File: src/rtl/comp_pipe.sv
// Two-stage magnitude comparator with valid/ready flow control and
// saturating per-outcome result counters.
module comp_pipe #(
  parameter int WIDTH = 4,
  parameter int CNT_W = 8
) (
  input  logic             clk,
  input  logic             rst,
  input  logic [WIDTH-1:0] a,
  input  logic [WIDTH-1:0] b,
  input  logic             sgn,
  input  logic             in_valid,
  output logic             in_ready,
  output logic             out_valid,
  input  logic             out_ready,
  output logic             a_gt_b,
  output logic             a_ls_b,
  output logic             a_eq_b,
  output logic [CNT_W-1:0] gt_cnt,
  output logic [CNT_W-1:0] ls_cnt,
  output logic [CNT_W-1:0] eq_cnt,
  input  logic             clr_cnt
);

  logic             advance_s;
  logic             out_xfer_s;
  logic             s1_valid_q;
  logic [WIDTH-1:0] a_q;
  logic [WIDTH-1:0] b_q;
  logic             sgn_q;
  logic             out_valid_q;
  logic             gt_q, ls_q, eq_q;
  logic             gt_d, ls_d, eq_d;
  logic [WIDTH-1:0] a_cmp_s;
  logic [WIDTH-1:0] b_cmp_s;
  logic [CNT_W-1:0] gt_cnt_q, ls_cnt_q, eq_cnt_q;
  logic [CNT_W-1:0] gt_cnt_d, ls_cnt_d, eq_cnt_d;

  function automatic logic [CNT_W-1:0] sat_inc(input logic [CNT_W-1:0] c);
    if (c == {CNT_W{1'b1}}) begin
      return c;
    end else begin
      return c + CNT_W'(1);
    end
  endfunction

  assign advance_s  = !out_valid_q || out_ready;
  assign out_xfer_s = out_valid_q && out_ready;

  // Flipping the sign bit maps two's-complement order onto unsigned order.
  always_comb begin
    a_cmp_s = a_q ^ {sgn_q, {(WIDTH-1){1'b0}}};
    b_cmp_s = b_q ^ {sgn_q, {(WIDTH-1){1'b0}}};
    gt_d    = s1_valid_q && (a_cmp_s > b_cmp_s);
    ls_d    = s1_valid_q && (a_cmp_s < b_cmp_s);
    eq_d    = s1_valid_q && (a_q == b_q);
  end

  // Count only the outcome of the result leaving this cycle.
  always_comb begin
    gt_cnt_d = gt_cnt_q;
    ls_cnt_d = ls_cnt_q;
    eq_cnt_d = eq_cnt_q;
    if (out_xfer_s) begin
      if (gt_q) begin
        gt_cnt_d = sat_inc(gt_cnt_q);
      end else if (ls_q) begin
        ls_cnt_d = sat_inc(ls_cnt_q);
      end else if (eq_q) begin
        eq_cnt_d = sat_inc(eq_cnt_q);
      end else begin
        gt_cnt_d = gt_cnt_q;
      end
    end else begin
      gt_cnt_d = gt_cnt_q;
    end
  end

  // Operand registers carry no reset; they are qualified by s1_valid_q.
  always_ff @(posedge clk) begin
    if (advance_s) begin
      a_q   <= a;
      b_q   <= b;
      sgn_q <= sgn;
    end
  end

  always_ff @(posedge clk) begin
    if (rst) begin
      s1_valid_q  <= 1'b0;
      out_valid_q <= 1'b0;
      gt_q        <= 1'b0;
      ls_q        <= 1'b0;
      eq_q        <= 1'b0;
    end else if (advance_s) begin
      s1_valid_q  <= in_valid;
      out_valid_q <= s1_valid_q;
      gt_q        <= gt_d;
      ls_q        <= ls_d;
      eq_q        <= eq_d;
    end
  end

  always_ff @(posedge clk) begin
    if (rst || clr_cnt) begin
      gt_cnt_q <= {CNT_W{1'b0}};
      ls_cnt_q <= {CNT_W{1'b0}};
      eq_cnt_q <= {CNT_W{1'b0}};
    end else begin
      gt_cnt_q <= gt_cnt_d;
      ls_cnt_q <= ls_cnt_d;
      eq_cnt_q <= eq_cnt_d;
    end
  end

  assign in_ready  = advance_s;
  assign out_valid = out_valid_q;
  assign a_gt_b    = gt_q;
  assign a_ls_b    = ls_q;
  assign a_eq_b    = eq_q;
  assign gt_cnt    = gt_cnt_q;
  assign ls_cnt    = ls_cnt_q;
  assign eq_cnt    = eq_cnt_q;

endmodule
File: config.mk
export PLATFORM = sky130hd
export DESIGN_NAME = comp_pipe
export DESIGN_NICKNAME = d
export VERILOG_FILES = /design/src/rtl/comp_pipe.sv
export SDC_FILE = /design/constraint.sdc
export NUM_CORES = 1
export LEC_CHECK = 0
export BUFFER_PORTS_ARGS = -buffer_cell sky130_fd_sc_hd__buf_2
export CAP_MARGIN = 20
export CORE_MARGIN = 1.5
export CORE_UTILIZATION = 52
export CTS_BUF_LIST = sky130_fd_sc_hd__clkbuf_16
export CTS_CLUSTER_DIAMETER = 200
export CTS_CLUSTER_SIZE = 30
export DETAILED_ROUTE_END_ITERATION = 6
export GPL_ROUTABILITY_DRIVEN = 1
export PLACE_DENSITY = 0.74
export SYNTH_ARGS = -nofsm -noshare
export SYNTH_HDL_FRONTEND = slang
export SYNTH_SLANG_ARGS = --single-unit
File: constraint.sdc
create_clock -name clk -period 2 [get_ports clk]
set_clock_uncertainty 0.05 [all_clocks]
set_input_delay 0.2 -clock clk [delete_from_list [all_inputs] [get_ports clk]]
set_output_delay 0.2 -clock clk [all_outputs]
set_load 0.02 [all_outputs]
Word level (Yosys, flattened, before mapping)
Cells that the tools add are included.
{"block": "totals", "ff_bits": 38, "in_bits": 14, "output_inout_bits": 29, "word_cells": 37}
{"block": "classes", "n_addsub": 3, "order_cmp": 2, "n_eq_ne": 4, "bitwise": 7, "reduce_logical": 10}
{"operator": "$add 8x1->8 const B", "n": 3}
{"operator": "$eq 8x8->1 const B", "n": 3}
{"operator": "$xor 4x4->4", "n": 2}
{"operator": "$not 1->1", "n": 5}
{"operator": "$reduce_and 5->1", "n": 1}
{"operator": "$eq 4x4->1", "n": 1}
{"operator": "$gt 4x4->1", "n": 1}
{"operator": "$logic_and 1x1->1", "n": 4}
{"operator": "$lt 4x4->1", "n": 1}
{"operator": "$reduce_and 4->1", "n": 1}
{"operator": "$reduce_and 3->1", "n": 1}
{"operator": "$logic_or 1x1->1", "n": 2}
{"operator": "$logic_not 1->1", "n": 1}

Depth between registers and ports, before layout
Gate-level depths: netlist (run 1).
{"block": "logic_depth", "depth_word": 3, "ltp_mapped": 6}

Worst setup path before layout (run 1)
OpenSTA, ideal clock, no wires.
{"block": "synth_timing", "path_type": "flip-flop to flip-flop", "from": "register ls_cnt_q[0], in the netlist ls_cnt[0]", "to": "register ls_cnt_q[7], in the netlist ls_cnt[7]", "setup_time_ns": 0.116, "arrival_time_ns": 1.482, "path_slack_ns": 0.352, "path_stages_with_launch": 6, "period_less_slack_ns": 1.648, "cell_sequence": "dfxtp_1 > ha_1 > and4_1 > nor4_2 > a21oi_1 > a31o_2"}
{"block": "synth_via", "elab_chain_len": 3}
{"item": "start, declared", "line": "36", "text": "logic [CNT_W-1:0] gt_cnt_q, ls_cnt_q, eq_cnt_q;"}
{"item": "start signal, assigned", "line": "107", "text": "ls_cnt_q <= {CNT_W{1'b0}};"}
{"item": "start signal, assigned", "line": "111", "text": "ls_cnt_q <= ls_cnt_d;"}
{"item": "branches (longest 3 deep; another with $add 8x1->8)"}
Several ways; the timed one is not identified.
A chain may end at the register's enable or synchronous reset.

Worst setup path after layout (run 1)
{"block": "layout_timing", "from": "register out_valid_q, in the netlist out_valid", "to": "output port in_ready"}
{"block": "layout_via", "elab_chain_len": 2}
{"item": "start, declared", "line": "31", "text": "logic out_valid_q;"}
{"item": "start signal, assigned", "line": "97", "text": "out_valid_q <= s1_valid_q;"}
{"item": "$logic_not 1->1", "line": "47", "text": "assign advance_s = !out_valid_q || out_ready;"}
{"item": "$logic_or 1x1->1", "line": "47"}
{"item": "end, declared", "line": "13", "text": "output logic in_ready,"}
Every way passes these cells.

==> impl_metrics.py, run 1 <==
metrics = {
    "status": {
        "status": "finished, final reports clean",
    },
    "die": {
        "start_util_pct": 54.0,
        "rows": 21,
        "core_area_sq_um": 3340,
        "die_h_um": 61.8,
        "die_w_um": 61.8,
        "die-area_sq_um": 3820,
        "ios": 43,
    },
    "layout": {
        "fillerInstances": 294,
        "area_delta_synth_final_pct": 21.6,
        "nets": 251,
        "diodes": 0,
        "final_cells": 278,
        "multi_input_area_sq_um": 892,
        "register_area_sq_um": 851,
        "drive_gt1_share_pct": 26.7,
    },
    "clock_tree": {
        "cts_tree": "done",
        "cts.path.max_buffers": 2,
        "clk_pin_slew_ps": 60,
        "cts_num_sinks": 38,
        "cts.repair.resized": 0,
        "clock_latency_ps": 280,
        "cts_made_buffers": 5,
        "htreeDepth": 2,
        "cts_hold_buffers": 0,
        "clk_root_buffer_cell": "clkbuf_16",
        "cts_setup_buffers": 0,
    },
    "flow_run": {
        "cap_violations": 0,
    },
    "setup_path": {
        "r2r_start": "a_q[2]",
        "path_max_fanout": 13,
        "crit_path_end_kind": "output pin",
        "start_kind": "register",
        "crit_required_ps": 1750,
        "startpoint": "out_valid",
        "critPathKind": "register to output pin",
        "cp.arrival_ps": 1470,
    },
    "yosys": {
        "synthTopCellsByCount": "dfxtp_1 (29), nor2_1 (18), nand2_1 (14), nand3_1 (14), a21oi_1 (10)",
        "avgSynthCellArea_sq_um": 9.68,
        "ys_seq_area_share_pct": 47.3,
        "syn_inst": 186,
        "async_flop_share_pct": 0,
        "ys_ff_latch": 38,
        "synthFlopType": "dfxtp_1",
        "synth_top_area_share_pct": 32.2,
        "ys_top_cells_by_area": "dfxtp_1 (32%), edfxtp_1 (15%), ha_1 (4.2%), nand3_1 (3.9%), nor2_1 (3.8%)",
        "synth_cell_type_count": 47,
        "synth_most_common_cell": "dfxtp_1",
        "synthesis.area_sq_um": 1800,
        "synth-edff-count": 9,
        "synth_warnings": 0,
        "synthesis.nets": 206,
        "yosysTopAreaCell": "dfxtp_1",
    },
    "grt": {
        "grt_pass1_wl_mm": 5.54,
        "grt_max_degree": 23,
        "overflow": 0,
        "gr-usage-all-layers_pct": 19.8,
        "antenna_found_initial": 0,
        "grt_pass1_vias": 1322,
    },
    "place": {
        "gp_congestion": 0.767,
        "port_buffers": 42,
        "dpl.cell_count": 270,
        "dp_hpwl_mm": 2.61,
    },
    "routing": {
        "wl_per_cell_um": 12.9,
        "ant_nets": 0,
        "firstDrtPassIters": 5,
        "drc_errors": 0,
        "drtIter0Drc": 87,
        "avgViaCountPerCell": 5.66,
        "wl_mm": 3.60,
        "vias": 1574,
    },
    "power": {
        "p_int_mw": 1.29,
        "seq_power_share_pct": 49.9,
        "pwr-share-comb_pct": 4.8,
        "p_sw_uw": 343,
        "leakagePower_nw": 0.903,
        "power.density_nw_per_um2": 748,
        "swShare_pct": 21.0,
        "clkPwrFrac_pct": 45.3,
        "peakVddDrop_mv": 0.534,
    },
    "hold_path": {
        "min-delay-start": "b[1]",
        "hold_path.class": "input pin to register",
    },
    "timing": {
        "period_share_pct": 86.1,
        "max_slew_margin_pct": 70.2,
        "holdWs_ps": 45.9,
        "finalSetupViolCount": 0,
        "rsz0062_at_grt": "no",
        "slew_viol_final": 0,
        "tightest_slew_ps": 446,
        "fmax_mhz": 581,
        "tns_ps": 0,
        "hold_viol": 0,
        "post-route-min-period_ps": 1720,
    },
}
[critical path: stages (launching register included)]
cell	delay [ps]
dfxtp_1	350
and2b_1	230
inv_1	360
buf_2	250
[layout make-up]
| type | instances | share of cell area, % |
|---|---|---|
| clock buffer | 5 | 5.71 |
| clock inverter | 3 | 0.743 |
| inverter | 8 | 1.37 |
| multi-input combinational | 135 | 40.7 |
| sequential | 38 | 38.9 |
| tap | 46 | 2.63 |
| timing repair buffer | 43 | 9.94 |
[cells in the final DEF (no fill, tap or decap), drive strengths merged, types with 4 or more instances in the layout]
| master | synthesis | routed |
|---|---|---|
| o21ai | 7 | 7 |
| and3 | 4 | 4 |
| o211ai | 4 | 4 |
| xor2 | 4 | 4 |
| buf | 2 | 43 |
| nand4 | 5 | 5 |
| or4 | 4 | 4 |
| nor2 | 18 | 18 |
| dfxtp | 29 | 29 |
| edfxtp | 9 | 9 |
| xnor2 | 5 | 5 |
| nand3 | 14 | 14 |
| clkbuf | 3 | 5 |
| a21oi | 10 | 10 |
| inv | 8 | 8 |
| ha | 6 | 6 |
| nand2 | 14 | 14 |
[metrics by stage]
step | utilization [%] | cell area [sq um] | worst slack (ps) | power, mW
after floorplan | - | 1800 | 352 | 0.880
after CTS | 65.6 | 2190 | 261 | 1.65
after global placement | 61.4 | 2050 | 326 | 0.909
after global routing | 65.6 | 2190 | 149 | 1.70
after detailed placement | 61.4 | 2050 | 282 | 0.912
final | 65.6 | 2190 | 278 | 1.64
[flip-flops by register name, summed over array words and instances, names as in the netlist]
name        cells
s1_valid_q      1
ls_cnt          8
out_valid       1
a_gt_b          1
a_eq_b          1
gt_cnt          8
sgn_q           1
eq_cnt          8
b_q             4
a_ls_b          1
a_q             4
[final timing paths]
kind / to / slack, ps / cells after the start
max: in_ready / 280 / 3
min: b_q[1] / 50 / 1
max reg2reg: a_ls_b / 290 / 5
min reg2reg: s1_valid_q / 430 / 2
[power groups by stage]
stage | clock [mW] | sequential [mW] | combinational [mW]
after floorplan | 0 | 0.834 | 0.0462
after CTS | 0.752 | 0.817 | 0.0797
after global routing | 0.793 | 0.820 | 0.0894
final | 0.741 | 0.817 | 0.0788
after detailed placement | 0 | 0.834 | 0.0789
after global placement | 0 | 0.832 | 0.0765
[cells by family (layout without fill, tap and decap cells)]
group	Yosys count	after routing	share of synthesized area (%)
DFF	38	38	47.3
adders and majority gates	6	6	4.17
muxes	3	3	1.67
AOI/OAI and AO/OA	35	35	14.0
xor gates and xnor gates	9	9	4.38
and+or+nand+nor	82	82	25.3
buffers and inverters	13	59	3.20
[metal layers]
metal | vias to the layer above | global-route usage (%) | part of all wire, %
met5 | - | 0 | 0
met4 | 0 | 5.47 | 0.83
met3 | 6 | 7.25 | 5.4
met2 | 43 | 34.7 | 49
met1 | 745 | 22.8 | 44
li1 | 780 | - | -
No activity file was read; power rests on OpenSTA's default activity.
==> run 2: changes to the inputs <==
--- a/config.mk
+++ b/config.mk
@@ -5,16 +5,17 @@
 export SDC_FILE = /design/constraint.sdc
 export NUM_CORES = 1
 export LEC_CHECK = 0
+export ABC_AREA = 1
 export BUFFER_PORTS_ARGS = -buffer_cell sky130_fd_sc_hd__buf_2
 export CAP_MARGIN = 20
 export CORE_MARGIN = 1.5
-export CORE_UTILIZATION = 52
+export CORE_UTILIZATION = 54
 export CTS_BUF_LIST = sky130_fd_sc_hd__clkbuf_16
 export CTS_CLUSTER_DIAMETER = 200
 export CTS_CLUSTER_SIZE = 30
 export DETAILED_ROUTE_END_ITERATION = 6
 export GPL_ROUTABILITY_DRIVEN = 1
-export PLACE_DENSITY = 0.74
+export PLACE_DENSITY = 0.75
 export SYNTH_ARGS = -nofsm -noshare
 export SYNTH_HDL_FRONTEND = slang
 export SYNTH_SLANG_ARGS = --single-unit
==> run 2 against run 1 <==
Effect of this change: fmax is 14% higher; combinational power increased by 24%; synthesized cell count increased by 44%; core utilization up 4.6 points; routed wire length is 11% higher; sequential share of layout area fell by 3.4 points; via count increased by 13%; worst hold slack improved by 1.3 ps; die area rose by 5.3%; non-clock buffer count shrank 1; count of clock-buffer cells in the layout stayed put; critical path type unchanged.
==> impl_metrics.py, run 2 <==
metrics = {
    "status": {
        "status": "finished, final reports clean",
    },
    "yosys": {
        "syn_inst": 268,
        "synthFlopType": "dfxtp_1",
        "synthesis.nets": 288,
        "synthTopCellsByCount": "nand2_1 (92), dfxtp_1 (29), inv_1 (26)",
        "yosysTopAreaCell": "dfxtp_1",
        "synth_warnings": 0,
        "ys_top_cells_by_area": "dfxtp_1 (29%), nand2_1 (17%), edfxtp_1 (14%), a21oi_1 (5.3%), inv_1 (4.9%)",
        "async_flop_share_pct": 0,
        "synth_most_common_cell": "nand2_1",
        "synth_top_area_share_pct": 29.4,
        "synthesis.area_sq_um": 1970,
        "ys_seq_area_share_pct": 43.1,
        "synth_cell_type_count": 25,
        "synth-edff-count": 9,
        "ys_ff_latch": 38,
        "avgSynthCellArea_sq_um": 7.37,
    },
    "timing": {
        "post-route-min-period_ps": 1510,
        "slew_viol_final": 0,
        "max_slew_margin_pct": 65.8,
        "setup_ws_ps": 486,
        "tns_ps": 0,
        "hold_viol": 0,
        "period_share_pct": 75.7,
        "rsz0062_at_grt": "no",
        "tightest_slew_ps": 512,
        "finalSetupViolCount": 0,
        "fmax_mhz": 661,
    },
    "setup_path": {
        "timing.critical_path.buf_inv": 1,
        "cpMaxStageDelayCell": "nand2_1",
        "path_max_fanout": 13,
        "cp_slowest_stage_delay_ps": 400,
        "start_kind": "register",
        "crit_family": "simple AND/OR/NAND/NOR gates",
        "rr_worst_depth": 8,
        "rrSetupSlack_ps": 560,
        "crit_required_ps": 1750,
        "critPathKind": "register to output pin",
        "cp.arrival_ps": 1260,
        "path_cells": "nand2_1, buf_2",
        "startpoint": "out_valid",
        "r2r_start": "eq_cnt[0]",
        "crit_path_end_kind": "output pin",
        "r2r_end": "eq_cnt[0]",
    },
    "layout": {
        "fillerInstances": 294,
        "nets": 336,
        "drive_gt1_share_pct": 24.6,
        "diodes": 0,
        "layout_common_cells": "nand2_1 (92), buf_2 (42), dfxtp_1 (29), inv_1 (28), nor2_1 (22)",
        "area_delta_synth_final_pct": 21.5,
        "layout_commonest_cell": "nand2_1",
    },
    "place": {
        "port_buffers": 42,
        "dp_hpwl_mm": 3.01,
        "gp_congestion": 0.788,
        "pre_cts_ws_ps": 540,
    },
    "flow_run": {
        "cap_violations": 0,
    },
    "routing": {
        "firstDrtPassIters": 4,
        "avgViaCountPerCell": 4.92,
        "drc_errors": 0,
        "vias": 1785,
        "ant_nets": 0,
        "drtIter0Drc": 85,
        "wl_per_cell_um": 11.0,
        "wl_mm": 3.99,
    },
    "grt": {
        "top_usage_layer": "met2",
        "grtUsageMet3_pct": 4.11,
        "antenna_found_initial": 0,
        "grt_max_degree": 19,
        "overflow": 0,
        "use_met2_pct": 38.8,
        "use_met1_pct": 25.6,
        "gr-usage-all-layers_pct": 21.7,
        "grt_pass1_vias": 1669,
        "grt_pass1_wl_mm": 7.01,
    },
    "hold_path": {
        "hold_path.class": "input pin to register",
        "min-delay-start": "a[0]",
        "hold_depth": 1,
        "hold_path_end": "a_q[0]",
    },
    "die": {
        "die-area_sq_um": 4030,
        "start_util_pct": 57.8,
        "die_h_um": 63.5,
        "ios": 43,
        "die_w_um": 63.5,
        "rows": 21,
        "core_area_sq_um": 3420,
    },
    "power": {
        "leakagePower_nw": 1.08,
        "power.density_nw_per_um2": 740,
        "peakVddDrop_mv": 0.612,
    },
    "clock_tree": {
        "cts_hold_buffers": 0,
        "cts.repair.resized": 0,
        "cts_tree": "done",
        "cts.path.max_buffers": 2,
        "clk_root_buffer_cell": "clkbuf_16",
        "cts_num_sinks": 38,
        "clock_latency_ps": 280,
        "htreeDepth": 2,
        "cts_setup_buffers": 0,
        "cts_made_buffers": 5,
        "clk_pin_slew_ps": 50,
    },
}
-- run 2: how the worst max path moves through the flow --
stage / cells past startpoint / endpoint
2_1_floorplan: 8 / eq_cnt[5]
3_3_place_gp: 8 / eq_cnt[7]
3_5_place_dp: 8 / eq_cnt[2]
4_1_cts: 2 / in_ready
5_1_grt: 2 / in_ready
6_report: 2 / in_ready
-- run 2: per-stage QoR --
| stage | cells | instance area [sq um] | power (mW) | hold slack (ps) | utilization [%] |
|---|---|---|---|---|---|
| after CTS | 363 | 2400 | 1.80 | 42.7 | 70.3 |
| after global routing | 363 | 2400 | 1.84 | 45.2 | 70.3 |
| final | 363 | 2400 | 1.78 | 47.2 | 70.3 |
| after global placement | 355 | 2240 | 0.924 | 328 | 65.5 |
| after floorplan | 268 | 1970 | 0.892 | 219 | - |
| after detailed placement | 355 | 2240 | 0.929 | 328 | 65.5 |
-- run 2: area by class of cell --
type	instances	area [sq um]	share of cell area [%]
Timing Repair Buffer	42	210	8.76
Multi-Input combinational cell	197	996	41.5
Sequential cell	38	851	35.5
Tap cell	46	57.6	2.40
Clock buffer	5	125	5.21
Inverter	32	123	5.11
Clock inverter	3	37.5	1.56
-- run 2: kinds of logic after synthesis --
kind of cell | count (synthesis) | synth area share, %
adders and majority gates | 6 | 3.80
and+or+nand+nor | 155 | 35.9
AOI/OAI and AO/OA | 28 | 7.22
xor gates and xnor gates | 8 | 3.55
buffers and inverters | 33 | 6.46
DFF | 38 | 43.1
-- run 2: metal layers --
layer  up-vias  wire length [um]  share of wire [%]
met5         -                 0                  0
met4         0                41                1.0
met3         4               175                4.4
met2        31              2000                 50
met1       800              1770                 44
li1        950                 -                  -
-- run 2: power breakdown --
part	internal (mW)	switching [mW]
Combinational	0.0349	0.0626
Sequential	0.805	0.0103
Clock	0.578	0.285
